<file path="src/rtl/debug_cmd_pkg.sv">
// debug_cmd_pkg: opcodes, response codes and FSM states for the debug command engine
package debug_cmd_pkg;
  localparam logic [7:0] OP_HALT = 8'h01;
  localparam logic [7:0] OP_RUN = 8'h02;
  localparam logic [7:0] OP_WRITE = 8'h03;
  localparam logic [7:0] OP_READ = 8'h04;
  localparam logic [7:0] OP_STATUS = 8'h05;
  localparam logic [7:0] RSP_HALT = 8'h81;
  localparam logic [7:0] RSP_RUN = 8'h82;
  localparam logic [7:0] RSP_WRITE = 8'h83;
  localparam logic [7:0] RSP_READ = 8'h84;
  localparam logic [7:0] RSP_STATUS = 8'h85;
  localparam logic [7:0] RSP_BAD_OP = 8'hE0;
  localparam logic [7:0] RSP_NOT_HALTED = 8'hE1;
  localparam logic [7:0] RSP_TIMEOUT = 8'hE2;
  typedef enum logic [2:0] {IDLE, GET_ADDR, GET_DATA, CHECK, ACCESS, SEND} state_t;
endpackage

</file>
<file path="src/rtl/debug_command_engine_if.sv">
// debug_command_engine_if: host byte link plus debug-unit bus seen by the engine
interface debug_command_engine_if;
  logic [7:0] rxData;
  logic rxValid;
  logic rxReady;
  logic [7:0] txData;
  logic txValid;
  logic txReady;
  logic dbgStall;
  logic dbgStb;
  logic dbgWe;
  logic [15:0] dbgAdr;
  logic [31:0] dbgDatOut;
  logic [31:0] dbgDatIn;
  logic dbgAck;
  logic dbgBreakpoint;
  logic halted;
  modport slave(
    input rxData, rxValid, txReady, dbgDatIn, dbgAck, dbgBreakpoint,
    output rxReady, txData, txValid, dbgStall, dbgStb, dbgWe, dbgAdr, dbgDatOut, halted
  );
  modport master(
    output rxData, rxValid, txReady, dbgDatIn, dbgAck, dbgBreakpoint,
    input rxReady, txData, txValid, dbgStall, dbgStb, dbgWe, dbgAdr, dbgDatOut, halted
  );
endinterface

</file>
<file path="src/rtl/debug_byte_shifter.sv">
// debug_byte_shifter: 32-bit byte-wide load/shift register with a down-counting byte counter
module debug_byte_shifter (
  input  logic        clock,
  input  logic        reset,
  input  logic        load,
  input  logic        shift,
  input  logic [31:0] load_data,
  input  logic [2:0]  load_cnt,
  input  logic [7:0]  din,
  output logic [31:0] data,
  output logic [2:0]  cnt
);
  // load wins over shift; each shift moves one byte towards the MSB end
  always_ff @(posedge clock or negedge reset)
    if (!reset) begin
      data <= '0;
      cnt <= '0;
    end else if (load) begin
      data <= load_data;
      cnt <= load_cnt;
    end else if (shift) begin
      data <= {data[23:0], din};
      cnt <= cnt - 3'd1;
    end
endmodule

</file>
<file path="src/rtl/debug_command_engine.sv">
// debug_command_engine: byte-serial host command decoder driving the debug unit bus
module debug_command_engine
  import debug_cmd_pkg::*;
#(
  parameter int ACK_TIMEOUT = 255,
  parameter bit STALL_ON_BREAKPOINT = 1'b1
) (
  input logic clock,
  input logic reset,
  debug_command_engine_if.slave bus
);
  state_t state, state_n;
  logic live, hdr, hdr_n, is_write, is_write_n, stall, bp_flag, bp_prev, halt_cmd, run_cmd;
  logic [7:0] code, code_n, sh_din;
  logic [15:0] adr, adr_n, timer, timer_n;
  logic [31:0] dat, dat_n, sh_ldata, sh_data;
  logic [2:0] sh_lcnt, sh_cnt;
  logic sh_load, sh_shift;
  logic rx_fire, tx_fire, bp_edge;

  debug_byte_shifter shifter (
    .clock(clock), .reset(reset), .load(sh_load), .shift(sh_shift),
    .load_data(sh_ldata), .load_cnt(sh_lcnt), .din(sh_din), .data(sh_data), .cnt(sh_cnt)
  );

  assign rx_fire = bus.rxValid & bus.rxReady;
  assign tx_fire = bus.txValid & bus.txReady;
  assign bp_edge = bus.dbgBreakpoint & ~bp_prev;
  assign bus.rxReady = live & (state == IDLE || state == GET_ADDR || state == GET_DATA);
  assign bus.txValid = state == SEND;
  assign bus.txData = hdr ? code : sh_data[31:24];
  assign bus.dbgStb = state == ACCESS;
  assign bus.dbgWe = state == ACCESS && is_write;
  assign bus.dbgAdr = adr;
  assign bus.dbgDatOut = dat;
  assign bus.dbgStall = stall;
  assign bus.halted = stall;

  // state register
  always_ff @(posedge clock or negedge reset)
    if (!reset) state <= IDLE;
    else state <= state_n;

  // next-state, operand assembly, bus access and response sequencing
  always_comb begin
    state_n = state;
    code_n = code;
    hdr_n = hdr;
    is_write_n = is_write;
    adr_n = adr;
    dat_n = dat;
    timer_n = timer;
    halt_cmd = 1'b0;
    run_cmd = 1'b0;
    sh_load = 1'b0;
    sh_shift = 1'b0;
    sh_ldata = '0;
    sh_lcnt = '0;
    sh_din = bus.rxData;
    case (state)
      IDLE: if (rx_fire) begin
        state_n = SEND;
        sh_load = 1'b1;
        case (bus.rxData)
          OP_HALT: begin halt_cmd = 1'b1; code_n = RSP_HALT; end
          OP_RUN: begin run_cmd = 1'b1; code_n = RSP_RUN; end
          OP_WRITE, OP_READ: begin
            state_n = GET_ADDR;
            is_write_n = bus.rxData == OP_WRITE;
            sh_lcnt = 3'd2;
          end
          OP_STATUS: begin
            code_n = RSP_STATUS;
            sh_ldata = {6'b0, bp_flag, stall, 24'b0};
            sh_lcnt = 3'd1;
          end
          default: code_n = RSP_BAD_OP;
        endcase
      end
      GET_ADDR: if (rx_fire) begin
        sh_shift = 1'b1;
        if (sh_cnt == 3'd1) begin
          adr_n = {sh_data[7:0], bus.rxData};
          state_n = is_write ? GET_DATA : CHECK;
          sh_load = is_write;
          sh_lcnt = 3'd4;
        end
      end
      GET_DATA: if (rx_fire) begin
        sh_shift = 1'b1;
        if (sh_cnt == 3'd1) begin
          dat_n = {sh_data[23:0], bus.rxData};
          state_n = CHECK;
        end
      end
      CHECK: begin
        timer_n = '0;
        state_n = stall ? ACCESS : SEND;
        code_n = stall ? code : RSP_NOT_HALTED;
        sh_load = ~stall;
      end
      ACCESS: begin
        timer_n = timer + 16'd1;
        if (bus.dbgAck) begin
          state_n = SEND;
          code_n = is_write ? RSP_WRITE : RSP_READ;
          sh_load = 1'b1;
          sh_ldata = bus.dbgDatIn;
          sh_lcnt = is_write ? 3'd0 : 3'd4;
        end else if (timer == 16'(ACK_TIMEOUT - 1)) begin
          state_n = SEND;
          code_n = RSP_TIMEOUT;
          sh_load = 1'b1;
        end
      end
      SEND: if (tx_fire) begin
        hdr_n = 1'b0;
        sh_shift = ~hdr;
        sh_din = 8'h00;
        state_n = (hdr ? sh_cnt == 3'd0 : sh_cnt == 3'd1) ? IDLE : SEND;
      end
      default: state_n = IDLE;
    endcase
    if (state_n == SEND && state != SEND) hdr_n = 1'b1;
  end

  // datapath registers, stall/breakpoint tracking; a breakpoint edge beats RUN
  always_ff @(posedge clock or negedge reset)
    if (!reset) begin
      live <= 1'b0;
      hdr <= 1'b0;
      is_write <= 1'b0;
      code <= '0;
      adr <= '0;
      dat <= '0;
      timer <= '0;
      stall <= 1'b0;
      bp_flag <= 1'b0;
      bp_prev <= 1'b0;
    end else begin
      live <= 1'b1;
      hdr <= hdr_n;
      is_write <= is_write_n;
      code <= code_n;
      adr <= adr_n;
      dat <= dat_n;
      timer <= timer_n;
      bp_prev <= bus.dbgBreakpoint;
      bp_flag <= bp_edge | (bp_flag & ~run_cmd);
      stall <= (bp_edge & STALL_ON_BREAKPOINT) | halt_cmd | (stall & ~run_cmd);
    end
endmodule

</file>
<file path="src/flat_wrapper.sv">
// flat-port wrapper written by rule: the top's interface ports become plain ports
module debug_command_engine_flat import debug_cmd_pkg::*;
#(
  parameter int ACK_TIMEOUT = 255,
  parameter bit STALL_ON_BREAKPOINT = 1'b1
)
  (clock, reset, bus_rxData, bus_rxValid, bus_txReady, bus_dbgDatIn, bus_dbgAck, bus_dbgBreakpoint, bus_rxReady, bus_txData, bus_txValid, bus_dbgStall, bus_dbgStb, bus_dbgWe, bus_dbgAdr, bus_dbgDatOut, bus_halted);
  debug_command_engine_if bus_i ();
  input logic clock;
  input logic reset;
  input wire logic [$bits(bus_i.rxData)-1:0] bus_rxData;
  input wire logic [$bits(bus_i.rxValid)-1:0] bus_rxValid;
  input wire logic [$bits(bus_i.txReady)-1:0] bus_txReady;
  input wire logic [$bits(bus_i.dbgDatIn)-1:0] bus_dbgDatIn;
  input wire logic [$bits(bus_i.dbgAck)-1:0] bus_dbgAck;
  input wire logic [$bits(bus_i.dbgBreakpoint)-1:0] bus_dbgBreakpoint;
  output wire logic [$bits(bus_i.rxReady)-1:0] bus_rxReady;
  output wire logic [$bits(bus_i.txData)-1:0] bus_txData;
  output wire logic [$bits(bus_i.txValid)-1:0] bus_txValid;
  output wire logic [$bits(bus_i.dbgStall)-1:0] bus_dbgStall;
  output wire logic [$bits(bus_i.dbgStb)-1:0] bus_dbgStb;
  output wire logic [$bits(bus_i.dbgWe)-1:0] bus_dbgWe;
  output wire logic [$bits(bus_i.dbgAdr)-1:0] bus_dbgAdr;
  output wire logic [$bits(bus_i.dbgDatOut)-1:0] bus_dbgDatOut;
  output wire logic [$bits(bus_i.halted)-1:0] bus_halted;
  assign bus_i.rxData = bus_rxData;
  assign bus_i.rxValid = bus_rxValid;
  assign bus_i.txReady = bus_txReady;
  assign bus_i.dbgDatIn = bus_dbgDatIn;
  assign bus_i.dbgAck = bus_dbgAck;
  assign bus_i.dbgBreakpoint = bus_dbgBreakpoint;
  assign bus_rxReady = bus_i.rxReady;
  assign bus_txData = bus_i.txData;
  assign bus_txValid = bus_i.txValid;
  assign bus_dbgStall = bus_i.dbgStall;
  assign bus_dbgStb = bus_i.dbgStb;
  assign bus_dbgWe = bus_i.dbgWe;
  assign bus_dbgAdr = bus_i.dbgAdr;
  assign bus_dbgDatOut = bus_i.dbgDatOut;
  assign bus_halted = bus_i.halted;
  debug_command_engine #(.ACK_TIMEOUT(ACK_TIMEOUT), .STALL_ON_BREAKPOINT(STALL_ON_BREAKPOINT)) u_core (.clock(clock), .reset(reset), .bus(bus_i));
endmodule
</file>
<file path="config.mk">
export PLATFORM = sky130hd
export DESIGN_NAME = debug_command_engine_flat
export DESIGN_NICKNAME = d
export VERILOG_FILES = /design/src/rtl/debug_cmd_pkg.sv /design/src/rtl/debug_command_engine_if.sv /design/src/rtl/debug_byte_shifter.sv /design/src/rtl/debug_command_engine.sv /design/src/flat_wrapper.sv
export SDC_FILE = /design/constraint.sdc
export NUM_CORES = 1
export LEC_CHECK = 0
export BUFFER_PORTS_ARGS = -buffer_cell sky130_fd_sc_hd__buf_2
export CORE_MARGIN = 10
export CORE_UTILIZATION = 59
export DETAILED_ROUTE_END_ITERATION = 12
export HOLD_SLACK_MARGIN = 0.02
export PLACE_DENSITY = 0.84
export RECOVER_POWER = 25
export SLEW_MARGIN = 20
export SYNTH_ARGS = -nofsm -noshare
export SYNTH_HDL_FRONTEND = slang
export SYNTH_SLANG_ARGS = --single-unit
</file>
<file path="constraint.sdc">
create_clock -name clock -period 4.7 [get_ports clock]
set_input_delay 0.705 -clock clock [delete_from_list [all_inputs] [get_ports clock]]
set_output_delay 0.705 -clock clock [all_outputs]
set_load 0.02 [all_outputs]
</file>
==> flow_summary_export.csv <==
group,metric,value,unit
synth,yosys.area.top_type,"dfrtp_1",
detailed_routing,drcViolationCount,0,
power,power-per-cell-area,599.7,mW/mm²
place,gp_congestion,0.9030,
finish,multiInputGateArea,0.002283,mm²
synth,yosys-top-cells-count,"dfrtp_1, nand2_1, mux2_2",
finish,num_antenna_cells,0,
power,pwr-share-clk,32.1,%
synth,synth_flop_cell,"dfrtp_1",
floorplanning,start_util,60.39,%
clocking,cts_root_buf,"clkbuf_8",
place,hpwl,9.709,mm
floorplanning,coreArea,0.008721,mm²
worst_setup_path,worstSetupPathType,"flop to output port",
finish,final_nets,627,
clocking,cts_buffer_depth,2,
place,portBuffers,107,
global_route,grt_pass1_vias,4490,
synth,ys_async_sr_fraction,100.0,%
detailed_routing,post_drt_wl_per_cell,20.36,µm
outcome,status,"finished clean",
detailed_routing,dr.pass1.iters,5,
floorplanning,die_w,114.5,µm
timing,fin_skew,7.545,ps
power,internal_power,0.002505,W
timing,rsz0062_at_grt,"false",
synth,ys_warn_count,0,
global_route,antenna_found_initial,0,
clocking,post_cts_resized,0,
synth,syn_avg_cell_area,11.18,µm²
synth,seq_area_frac_synth,53.69,%
floorplanning,ios,108,
synth,ys_top_cells_by_area,"dfrtp_1, mux2_2, a2bb2oi_1, o21ai_0, nand2_1",
detailed_routing,viasPerCell,6.039,
synth,ys_ff_latch,113,
synth,synth_edf_count,0,
synth,postSynthCellCount,471,
clocking,cts_made_buffers,17,
power,p_switching,0.001354,W
finish,finalNonFillerCells,697,
power,seqPwrFrac,38.3,%
finish,nFillCells,608,
worst_setup_path,endpoint_kind,"output port",
finish,syn2layout_area_growth,22.19,%
clocking,cts_max_level,4,
clocking,cts_sinks,113,
clocking,clk_pin_slew_worst_paths,60,ps
place,dp.cells,665,
synth,synthDistinctLibCells,58,
clocking,clk_latency,510,ps
worst_setup_path,worstPathRequired,3990,ps
power,sw_frac_of_total,35.09,%
worst_setup_path,critPathMaxFanout,14,
timing,clock.fmax,368.3,MHz
clocking,post_cts_buffers,0,
timing,relSlewSlack,30.66,%
hold_path,hold_path_class,"input port to async pin",
finish,seq_area,0.002828,mm²
synth,synth_most_common_cell,"dfrtp_1",
detailed_routing,wl,14.19,mm
timing,final-setup-viol-count,0,
synth,yosysTopAreaCellShare,53.69,%
timing,finalCritPeriodShare,57.76,%
power,leakagePower,3.198,nW
timing,fin_crit,2715,ps
power,combPwrFrac,29.6,%
detailed_routing,via_count,4209,
detailed_routing,initialDrtViolationCount,334,
worst_setup_path,cp_data_arrival_time,2010,ps
worst_setup_path,start_kind,"flop",
synth,syn_nets,522,
global_route,grt_overflow_total,0,
detailed_routing,detail-route-antenna-nets,0,
finish,drive_above_1_share,35.14,%
timing,final.setup.tns,0,ps
global_route,track_usage,21.87,%
synth,post_synth_instance_area,0.005266,mm²
timing,slew_viol_final,0,
global_route,grt_pass1_wl,22.82,mm
timing,finalHoldViolCount,0,
power,ir_worst_vdd,0.3511,mV
floorplanning,die_y,114.5,µm
global_route,grt_max_degree,74,
floorplanning,dieArea,0.01310,mm²
clocking,ctsHoldBuffers,0,
run,cap_viol_max_count,0,
timing,worstMarginPinSlew,1036,ps
clocking,cts_tree,"yes",
floorplanning,rows,34,
==> critical path, cell delays in order, from the launching register on <==
cell and delay, ps:
dfrtp_1 560, or3b_4 520, clkinv_1 200, buf_2 210
==> metrics by stage <==
step	instance area [µm²]	utilization, %	hold slack, ps	worst slack (ps)	power [W]
2_1_floorplan	5266	-	409.4	2333	0.002237
3_3_place_gp	5867	67.27	459.1	2091	0.002546
3_5_place_dp	5867	67.27	475.9	2017	0.002606
4_1_cts	6435	73.79	300.4	1991	0.003861
5_1_grt	6435	73.79	297.3	1820	0.004057
6_report	6435	73.79	310.8	1985	0.003859
==> layout make-up <==
cell class / count / area share [%]
clock inverter: 13 / 2.119
timing repair buffer: 112 / 8.944
tap: 108 / 2.100
sequential: 113 / 43.94
inverter: 12 / 0.7000
clock buffer: 19 / 6.708
multi-input combinational: 320 / 35.49
==> path summary, 6_finish.rpt <==
check | start | end | slack [ps] | cells after the start
max | u_core.state[2]$_DFF_PN0_ | bus_dbgStb | 1990 | 3
min | reset | u_core.timer[7]$_DFFE_PN0N_ | 310 | 1
max reg2reg | u_core.timer[12]$_DFFE_PN0N_ | u_core.shifter.data[13]$_DFFE_PN0P_ | 2000 | 6
min reg2reg | u_core.bus.dbgDatOut[3]$_DFFE_PN0P_ | u_core.bus.dbgDatOut[3]$_DFFE_PN0P_ | 490 | 2
max in group asynchronous | reset | u_core.bus.dbgAdr[3]$_DFFE_PN0P_ | 3290 | 2
min in group clock | bus_dbgBreakpoint | u_core.bp_prev$_DFF_PN0_ | 310 | 1
==> state kept, by name, indices dropped and copies added, names as in the netlist <==
| register | flops |
|---|---|
| u_core.bus.dbgDatOut | 32 |
| u_core.bp_prev | 1 |
| u_core.bus.dbgStall | 1 |
| u_core.is_write | 1 |
| u_core.code | 5 |
| u_core.bp_flag | 1 |
| u_core.timer | 16 |
| u_core.bus.dbgAdr | 16 |
| u_core.state | 3 |
| u_core.hdr | 1 |
| u_core.shifter.data | 32 |
| u_core.live | 1 |
| u_core.shifter.cnt | 3 |
==> cells by family after synthesis <==
family	after synthesis	share of synthesized area, %
adders and majority gates	5	1.188
buffers and inverters	38	3.374
AOI/OAI and AO/OA	110	14.23
DFF	113	53.69
and+or+nand+nor	135	13.38
muxes	56	11.90
other	1	0.07121
xor gates and xnor gates	13	2.162
==> metal layers <==
layer  vias up  track usage (%)  wire length [µm]
li1       1905                -                 -
met1      2113            25.99              5704
met2       164            35.49              7006
met3        27            8.281              1223
met4         0            7.686               255
met5         -                0                 0
==> layout by cell type, fill, tap and decap left out, drive strengths merged, types with 8 or more instances in the layout <==
master,instances
dfrtp,113
buf,112
nand2,55
mux2,53
o21ai,50
a2bb2oi,32
nor2,21
clkbuf,19
inv,13
xor2,10
and2,8
==> power groups by stage <==
stage / clock network (W) / logic [W] / registers (W)
floorplan: 0 / 0.000789 / 0.00145
global placement: 0 / 0.00108 / 0.00146
detailed placement: 0 / 0.00113 / 0.00148
CTS: 0.00124 / 0.00115 / 0.00147
global route: 0.00129 / 0.00126 / 0.00151
finish: 0.00124 / 0.00114 / 0.00148
No activity file was read; power rests on OpenSTA's default activity.
